### src/rtl/gpc311_bist.sv
// gpc311_bist: built-in self-test controller for a gpc311_4 generalized
// parallel counter (weights 1, 2, 4x3 summed into a 4-bit result).
// Sweeps all 32 input vectors, one per cycle, and checks the DUT result
// against the weighted sum. A delay line of PIPE_LAT stages aligns the
// expected value with a pipelined DUT.
module gpc311_bist #(
    parameter int PIPE_LAT = 0,
    parameter int ERR_W    = 6
) (
    input  logic             clk,
    input  logic             rst_n,
    input  logic             start,
    output logic             src0,
    output logic             src1,
    output logic [2:0]       src2,
    input  logic [3:0]       dst,
    output logic             busy,
    output logic             done,
    output logic             pass,
    output logic [ERR_W-1:0] err_cnt,
    output logic             first_err_valid,
    output logic [4:0]       first_err_vec
);

    typedef enum logic [1:0] {
        ST_IDLE  = 2'd0,
        ST_RUN   = 2'd1,
        ST_DRAIN = 2'd2,
        ST_DONE  = 2'd3
    } state_t;

    // Last drain counter value before moving on to DONE.
    localparam int          DRAIN_LAST_I = (PIPE_LAT > 0) ? (PIPE_LAT - 1) : 0;
    localparam logic [1:0]  DRAIN_LAST   = 2'(DRAIN_LAST_I);
    localparam logic [4:0]  VEC_LAST     = 5'd31;
    localparam logic [ERR_W-1:0] ERR_MAX = {ERR_W{1'b1}};
    localparam logic [ERR_W-1:0] ERR_ONE = {{(ERR_W-1){1'b0}}, 1'b1};

    // Weighted column sum: bit 0 weight 1, bit 1 weight 2, bits 2..4 weight 4.
    // The sum of three weight-4 bits is at most 3, so 4 bits never overflow.
    function automatic logic [3:0] gpc_sum(input logic [4:0] v);
        logic [1:0] w4_cnt;
        w4_cnt  = {1'b0, v[2]} + {1'b0, v[3]} + {1'b0, v[4]};
        gpc_sum = {w4_cnt, 2'b00} + {2'b00, v[1], 1'b0} + {3'b000, v[0]};
    endfunction

    state_t            state_r, state_nxt;
    logic [4:0]        vec_r, vec_nxt;
    logic [1:0]        drain_r, drain_nxt;
    logic [ERR_W-1:0]  err_cnt_r, err_cnt_nxt;
    logic              fe_valid_r, fe_valid_nxt;
    logic [4:0]        fe_vec_r, fe_vec_nxt;
    logic              busy_r, done_r, pass_r;

    logic              valid_in_s;
    logic [3:0]        exp_s;
    logic              chk_valid_s;
    logic [3:0]        chk_exp_s;
    logic [4:0]        chk_vec_s;
    logic              mismatch_s;

    assign valid_in_s = (state_r == ST_RUN);
    assign exp_s      = gpc_sum(vec_r);

    generate
        if (PIPE_LAT == 0) begin : g_nopipe
            assign chk_valid_s = valid_in_s;
            assign chk_exp_s   = exp_s;
            assign chk_vec_s   = vec_r;
        end else begin : g_pipe
            logic [PIPE_LAT-1:0] vld_r;
            logic [3:0]          exp_r  [PIPE_LAT];
            logic [4:0]          vecd_r [PIPE_LAT];

            // Delay valid, expected sum and vector to line up with the DUT output.
            always_ff @(posedge clk) begin
                if (!rst_n) begin
                    vld_r <= {PIPE_LAT{1'b0}};
                    for (int i = 0; i < PIPE_LAT; i++) begin
                        exp_r[i]  <= 4'd0;
                        vecd_r[i] <= 5'd0;
                    end
                end else begin
                    vld_r[0]  <= valid_in_s;
                    exp_r[0]  <= exp_s;
                    vecd_r[0] <= vec_r;
                    for (int i = 1; i < PIPE_LAT; i++) begin
                        vld_r[i]  <= vld_r[i-1];
                        exp_r[i]  <= exp_r[i-1];
                        vecd_r[i] <= vecd_r[i-1];
                    end
                end
            end

            assign chk_valid_s = vld_r[PIPE_LAT-1];
            assign chk_exp_s   = exp_r[PIPE_LAT-1];
            assign chk_vec_s   = vecd_r[PIPE_LAT-1];
        end
    endgenerate

    assign mismatch_s = chk_valid_s && (dst != chk_exp_s);

    // Next-state, vector sequencing and result accumulation.
    always_comb begin
        state_nxt    = state_r;
        vec_nxt      = vec_r;
        drain_nxt    = drain_r;
        err_cnt_nxt  = err_cnt_r;
        fe_valid_nxt = fe_valid_r;
        fe_vec_nxt   = fe_vec_r;

        // Result update from the aligned compare; only active in RUN/DRAIN
        // because the delayed valid bit is zero everywhere else.
        if (mismatch_s) begin
            if (err_cnt_r != ERR_MAX) begin
                err_cnt_nxt = err_cnt_r + ERR_ONE;
            end else begin
                err_cnt_nxt = err_cnt_r;
            end
            if (!fe_valid_r) begin
                fe_valid_nxt = 1'b1;
                fe_vec_nxt   = chk_vec_s;
            end else begin
                fe_valid_nxt = fe_valid_r;
            end
        end else begin
            err_cnt_nxt = err_cnt_r;
        end

        case (state_r)
            ST_IDLE, ST_DONE: begin
                if (start) begin
                    state_nxt    = ST_RUN;
                    vec_nxt      = 5'd0;
                    drain_nxt    = 2'd0;
                    err_cnt_nxt  = {ERR_W{1'b0}};
                    fe_valid_nxt = 1'b0;
                    fe_vec_nxt   = 5'd0;
                end else begin
                    state_nxt = state_r;
                end
            end
            ST_RUN: begin
                if (vec_r == VEC_LAST) begin
                    drain_nxt = 2'd0;
                    if (PIPE_LAT > 0) begin
                        state_nxt = ST_DRAIN;
                    end else begin
                        state_nxt = ST_DONE;
                    end
                end else begin
                    vec_nxt = vec_r + 5'd1;
                end
            end
            ST_DRAIN: begin
                if (drain_r == DRAIN_LAST) begin
                    state_nxt = ST_DONE;
                end else begin
                    drain_nxt = drain_r + 2'd1;
                end
            end
            default: begin
                state_nxt = ST_IDLE;
            end
        endcase
    end

    // State, vector and result registers, plus registered status outputs.
    always_ff @(posedge clk) begin
        if (!rst_n) begin
            state_r    <= ST_IDLE;
            vec_r      <= 5'd0;
            drain_r    <= 2'd0;
            err_cnt_r  <= {ERR_W{1'b0}};
            fe_valid_r <= 1'b0;
            fe_vec_r   <= 5'd0;
            busy_r     <= 1'b0;
            done_r     <= 1'b0;
            pass_r     <= 1'b0;
        end else begin
            state_r    <= state_nxt;
            vec_r      <= vec_nxt;
            drain_r    <= drain_nxt;
            err_cnt_r  <= err_cnt_nxt;
            fe_valid_r <= fe_valid_nxt;
            fe_vec_r   <= fe_vec_nxt;
            busy_r     <= (state_nxt == ST_RUN) || (state_nxt == ST_DRAIN);
            done_r     <= (state_nxt == ST_DONE);
            pass_r     <= (state_nxt == ST_DONE) && (err_cnt_nxt == {ERR_W{1'b0}});
        end
    end

    // The vector register drives the DUT inputs directly.
    assign src0            = vec_r[0];
    assign src1            = vec_r[1];
    assign src2            = vec_r[4:2];
    assign busy            = busy_r;
    assign done            = done_r;
    assign pass            = pass_r;
    assign err_cnt         = err_cnt_r;
    assign first_err_valid = fe_valid_r;
    assign first_err_vec   = fe_vec_r;

endmodule

### config.mk
export PLATFORM = sky130hd
export DESIGN_NAME = gpc311_bist
export DESIGN_NICKNAME = d
export VERILOG_FILES = /design/src/rtl/gpc311_bist.sv
export SDC_FILE = /design/constraint.sdc
export NUM_CORES = 1
export LEC_CHECK = 0
export CORE_ASPECT_RATIO = 1.1
export CORE_UTILIZATION = 54
export CTS_CLUSTER_SIZE = 16
export DETAILED_ROUTE_END_ITERATION = 16
export PLACE_DENSITY = 0.84
export SETUP_SLACK_MARGIN = 0.15
export SLEW_MARGIN = 10
export SYNTH_ARGS = -nofsm -noshare
export SYNTH_HDL_FRONTEND = slang
export SYNTH_SLANG_ARGS = --single-unit
### constraint.sdc
create_clock -name clk -period 4 [get_ports clk]
set_input_delay 0.6 -clock clk [delete_from_list [all_inputs] [get_ports clk]]
set_output_delay 0.6 -clock clk [all_outputs]
set_load 0.005 [all_outputs]
* Word-level counts from Yosys, hierarchy flattened
Cells that the tools add are included.
** Storage, ports and cells
- Register bits :: 24
- Input port bits :: 7
- Output and inout port bits :: 20
- Word-level logic and storage cells :: 61
** Operators by class
- Add/subtract/negate cells :: 7
- Equal/unequal tests :: 13
- Mux-type cells :: 22
- Reductions and logical operators :: 10
** Operators with widths (number)
- $mux 5 :: 6
- $mux 6 :: 4
- $mux 2 :: 6
- $pmux 2 s3 :: 2
- $pmux 5 s2 :: 1
- $eq 2x2->1 const B :: 4
- $add 6x1->6 const B :: 1
- $logic_not 6->1 :: 1
- $ne 2x2->1 const B :: 3
- $ne 6x6->1 const B :: 1
- $reduce_and 3->1 :: 2
- $add 5x1->5 const B :: 1
- $eq 5x5->1 const B :: 1
- $add 4x1->4 :: 1
- $add 4x2->4 :: 1
- $eq 2x1->1 const B :: 2
- $logic_not 2->1 :: 2
- $ne 4x4->1 :: 1
- $mux 1 :: 3
- $add 1x1->2 :: 1
- $add 2x1->2 :: 1
- $add 2x1->2 const B :: 1
- $logic_and 1x1->1 :: 2
- $ne 2x1->1 const B :: 1
- other kinds (3) :: 3

* Depth between registers and ports, before layout
- Depth after elaboration :: 11
- Depth in mapped cells :: 9
- Depth with buffers taken out :: 9

* Least setup slack after synthesis
Ideal clock, no wire load.
- Kind :: reg-to-reg
- Start :: register vec_r[2] (netlist: chk_vec_s[2])
- End :: register pass_r (netlist: pass)
- Library setup time :: 58 ps
- Data arrival time :: 2126 ps
- Required time :: 3942 ps
- Setup slack :: 1815 ps
- Cell stages (with the launch flop) :: 7
- Buffers on the path :: 0
- Clock period less this slack :: 2185 ps
- Cell sequence :: dfxtp_1 > fa_1 > xor2_1 > o41ai_4 > mux2_2 > o311ai_1 > o211a_1
** On the way
- Longest elaborated chain between the ends :: 11
- Elaborated cells between the ends (all ways) :: 15
- Classes of those cells :: add/sub: 4; eq/ne: 3; mux: 5; reduce/logical: 3
** RTL lines
- start, declared :: RTL line 48 : logic [4:0] vec_r, vec_nxt;
- start signal, assigned :: RTL line 182 : vec_r <= vec_nxt;
- $add 1x1->2 :: RTL line 43 : w4_cnt = {1'b0, v[2]} + {1'b0, v[3]} + {1'b0, v[4]};
- $add 2x1->2 :: RTL line 43
- $add 4x2->4 :: RTL line 44 : gpc_sum = {w4_cnt, 2'b00} + {2'b00, v[1], 1'b0} + {3'b000, v[0]};
- $add 4x1->4 :: RTL line 44
- $ne 4x4->1 :: RTL line 101 : assign mismatch_s = chk_valid_s && (dst != chk_exp_s);
- $logic_and 1x1->1 :: RTL line 101
- $mux 6 :: RTL line 114 : if (mismatch_s) begin
- $mux 6 :: RTL line 132 : if (start) begin
- $mux 6 :: RTL line 130 : case (state_r)
- $logic_not 6->1 :: RTL line 189 : pass_r <= (state_nxt == ST_DONE) && (err_cnt_nxt == {ERR_W{1'b0}});
- $logic_and 1x1->1 (*) :: RTL line 189
- end signal, assigned :: RTL line 189
- end, declared :: RTL line 53 : logic busy_r, done_r, pass_r;
Mark *: on every way between the ends. The rest lies on a longest branch, timed or not.
A chain may end at the register's enable or synchronous reset.

* Final worst setup path
- Start :: register vec_r[4] (netlist: chk_vec_s[4])
- End :: register pass_r (netlist: pass)
** On the way
- Longest elaborated chain between the ends :: 10
- Elaborated cells between the ends (all ways) :: 14
- Classes of those cells :: add/sub: 3; eq/ne: 3; mux: 5; reduce/logical: 3
** RTL lines (RTL line)
- $add 2x1->2 :: 43
- $add 4x2->4 :: 44
- $add 4x1->4 :: 44
- $ne 4x4->1 :: 101
- $logic_and 1x1->1 :: 101
- $mux 6 :: 114
- $mux 6 :: 132
- $mux 6 :: 130
- $logic_not 6->1 :: 189
- $logic_and 1x1->1 (*) :: 189
Marked as above.

==> flow_summary.json <==
{
  "status": "complete, no violations",
  "path_delay_family": "compound AO/OA/AOI/OAI gates",
  "numCtsBuffers": 3,
  "power_frac_seq_pct": 57.5,
  "cp-end-kind": "register",
  "critPathLaunchType": "register",
  "routed-wl-met3_um": 64,
  "vias": 1069,
  "dr_wl_met2_mm": 1.34,
  "post_cts_buffers": 0,
  "htreeDepth": 1,
  "fmax_mhz": 360,
  "met1Wirelength_mm": 1.17,
  "arrival_ns": 3.04,
  "drtIter0Drc": 23,
  "grt-ovfl-total": 0,
  "hold_viol": 0,
  "cts_root_buffer": "clkbuf_4",
  "synth_fa_ha_area_share_pct": 8.36,
  "fin_crit_ns": 2.77,
  "antenna_cells": 0,
  "path_clk_slew_ns": 0.13,
  "ant_nets": 0,
  "rrSetupSlack_ns": 1.23,
  "cts_sinks": 24,
  "syn_to_final_growth_pct": 22.1,
  "synth_top_family_by_area": "simple AND/OR/NAND/NOR gates",
  "io_buffers": 26,
  "final_util_pct": 69.8,
  "grt_pass1_wl_mm": 4.13,
  "track_usage_pct": 21.1,
  "ios": 27,
  "grt_pass1_vias": 952,
  "grt_max_degree": 16,
  "cts_tree": "yes",
  "synthArstFlopShare_pct": 0,
  "fin_tns_setup_ns": 0,
  "highest_layer": "met4",
  "max_stage_delay_ns": 0.72,
  "netlist_area_um2": 1290,
  "drc": 0,
  "sw_frac_of_total_pct": 27.1,
  "drt_wl_total_mm": 2.60,
  "die_w_um": 48.6,
  "slew_headroom_pct": 40.8,
  "syn_nets": 155,
  "fin_crit_sh_pct": 69.4,
  "clk_latency_ns": 0.32,
  "worstPathMaxFanout": 15,
  "dp_hpwl_mm": 1.93,
  "core_um2": 2250,
  "synth.most_common_cell": "dfxtp_1",
  "worst_slew_pin_slew_ns": 0.886,
  "synth_mux_area_share_pct": 6.32,
  "rsz0062_at_grt": "no",
  "p_per_area_nw_per_um2": 278,
  "maxCapViolations": 0,
  "synth_area_leaders": "dfxtp_1 37%, ha_1 6.8%, mux2i_1 5.4%",
  "yosys_warnings": 0,
  "path_buf_inv": 0,
  "via_per_inst": 5.54,
  "synth_edf_count": 0,
  "combPwrFrac_pct": 18.5,
  "critPathSlowestCell": "o41ai_4",
  "synth_commonest_cells": "24 x dfxtp_1, 17 x nor2_1, 9 x nand2_1",
  "synth_top_area_cell": "dfxtp_1",
  "clkPwrFrac_pct": 24.0,
  "fin_skew_ns": 0.0130,
  "drive_above_1_share_pct": 5.52,
  "start_util_pct": 57.2,
  "clk_path_buf_depth": 2,
  "p_int_mw": 0.319,
  "cts_hold_buffers": 0,
  "power_switching_mw": 0.119,
  "dr.pass1.iters": 4,
  "setup.worst_path.class": "register to register",
  "setup_viol": 0,
  "die_h_um": 53.2,
  "gp_congestion": 0.825,
  "cts-resized-gates": 0,
  "netlist_instances": 140,
  "synth_compound_area_share_pct": 15.7,
  "synth-seq-cells": 24,
  "fin_nets": 180,
  "die_area_um2": 2580,
  "synth_top_area_share_pct": 37.3,
  "p_leak_nw": 0.592,
  "avgSynthCellArea_um2": 9.20,
  "hold_class": "register to register",
  "rows": 18,
  "wl_per_cell_um": 13.5,
  "antenna_found_initial": 0,
  "ir_worst_vdd_mv": 0.256,
  "synth_ff_type": "dfxtp_1",
  "required_ns": 4.27,
  "synth_xor_area_share_pct": 5.44,
  "slew_violations": 0,
  "crit_chain": "fa_1, xor2_1, o41ai_4, mux2_2, o311ai_1, o211a_1",
  "synth_cell_types": 43,
  "synth-simple-area-share_pct": 22.3,
  "nFillCells": 181,
  "ys_seq_area_share_pct": 37.3
}
## flip-flops by register name, summed over array words and instances, names as in the netlist
name	cells
pass	1
chk_vec_s	5
first_err_valid	1
state_r	2
err_cnt	6
busy	1
done	1
drain_r	2
first_err_vec	5
## kinds of logic after synthesis
group                    after synthesis
adder cells (fa/ha/maj)                8
AO/OA/AOI/OAI                         26
XOR/XNOR                               8
flip-flops                            24
multiplexers                           8
buffers and inverters                 12
AND/OR/NAND/NOR                       54
## through the flow
stage	instance area, µm²	power (mW)	cells	setup WS [ns]	hold slack, ns
5_1_grt	1570	0.460	193	1.10	0.526
3_3_place_gp	1550	0.334	190	1.14	0.451
2_1_floorplan	1290	0.314	140	1.82	0.443
6_report	1570	0.437	193	1.23	0.501
4_1_cts	1570	0.437	193	1.23	0.501
3_5_place_dp	1550	0.337	190	1.01	0.484
## final cells by class
| cell class | count | area [µm²] | share of cell area [%] |
|---|---|---|---|
| repair buffers | 26 | 260 | 16.6 |
| well taps | 30 | 37.5 | 2.39 |
| inverters | 6 | 22.5 | 1.43 |
| clock buffers | 3 | 22.5 | 1.43 |
| flip-flops and latches | 24 | 480 | 30.6 |
| multi-input cells | 104 | 748 | 47.6 |
## worst min-delay path, cell delays in order (launching register included)
cell	delay, ns
dfxtp_1	0.34
nand2_1	0.05
a21boi_0	0.08
## layout by cell type, fill, tap and decap left out, types with 2 or more instances in the layout
| cell type | netlist | layout |
|---|---|---|
| clkdlybuf4s50_1 | 0 | 26 |
| dfxtp_1 | 24 | 24 |
| nor2_1 | 17 | 17 |
| nand2_1 | 9 | 9 |
| nand3_1 | 7 | 7 |
| mux2i_1 | 7 | 7 |
| ha_1 | 7 | 7 |
| inv_1 | 6 | 6 |
| xor2_1 | 6 | 6 |
| o21ai_0 | 5 | 5 |
| a21oi_1 | 5 | 5 |
| and2_1 | 5 | 5 |
| a21boi_0 | 3 | 3 |
| clkbuf_4 | 0 | 3 |
| nor2b_1 | 2 | 2 |
| o31ai_1 | 2 | 2 |
| nor3_1 | 2 | 2 |
| a211oi_1 | 2 | 2 |
| xnor2_1 | 2 | 2 |
| nand2b_1 | 2 | 2 |
## final timing paths
kind / start / to / cells after the start
worst max-delay path: chk_vec_s[4] / pass / 6
worst min-delay path: drain_r[0] / drain_r[0] / 2
worst max register to register: chk_vec_s[4] / pass / 6
worst min register to register: drain_r[0] / drain_r[0] / 2
## power by group through the flow
stage	combinational [mW]	clock, mW	sequential, mW
after CTS	0.0809	0.105	0.252
after floorplan	0.0576	0	0.256
after detailed placement	0.0801	0	0.257
after global routing	0.0887	0.119	0.253
after global placement	0.0776	0	0.257
final	0.0808	0.105	0.252
## per-layer routing
metal  vias up  GRT usage [%]
met5         -              0
met4         0           8.82
met3         4           2.59
met2        18           41.5
met1       510           23.0
li1        537              -
No activity file was read; power rests on OpenSTA's default activity.
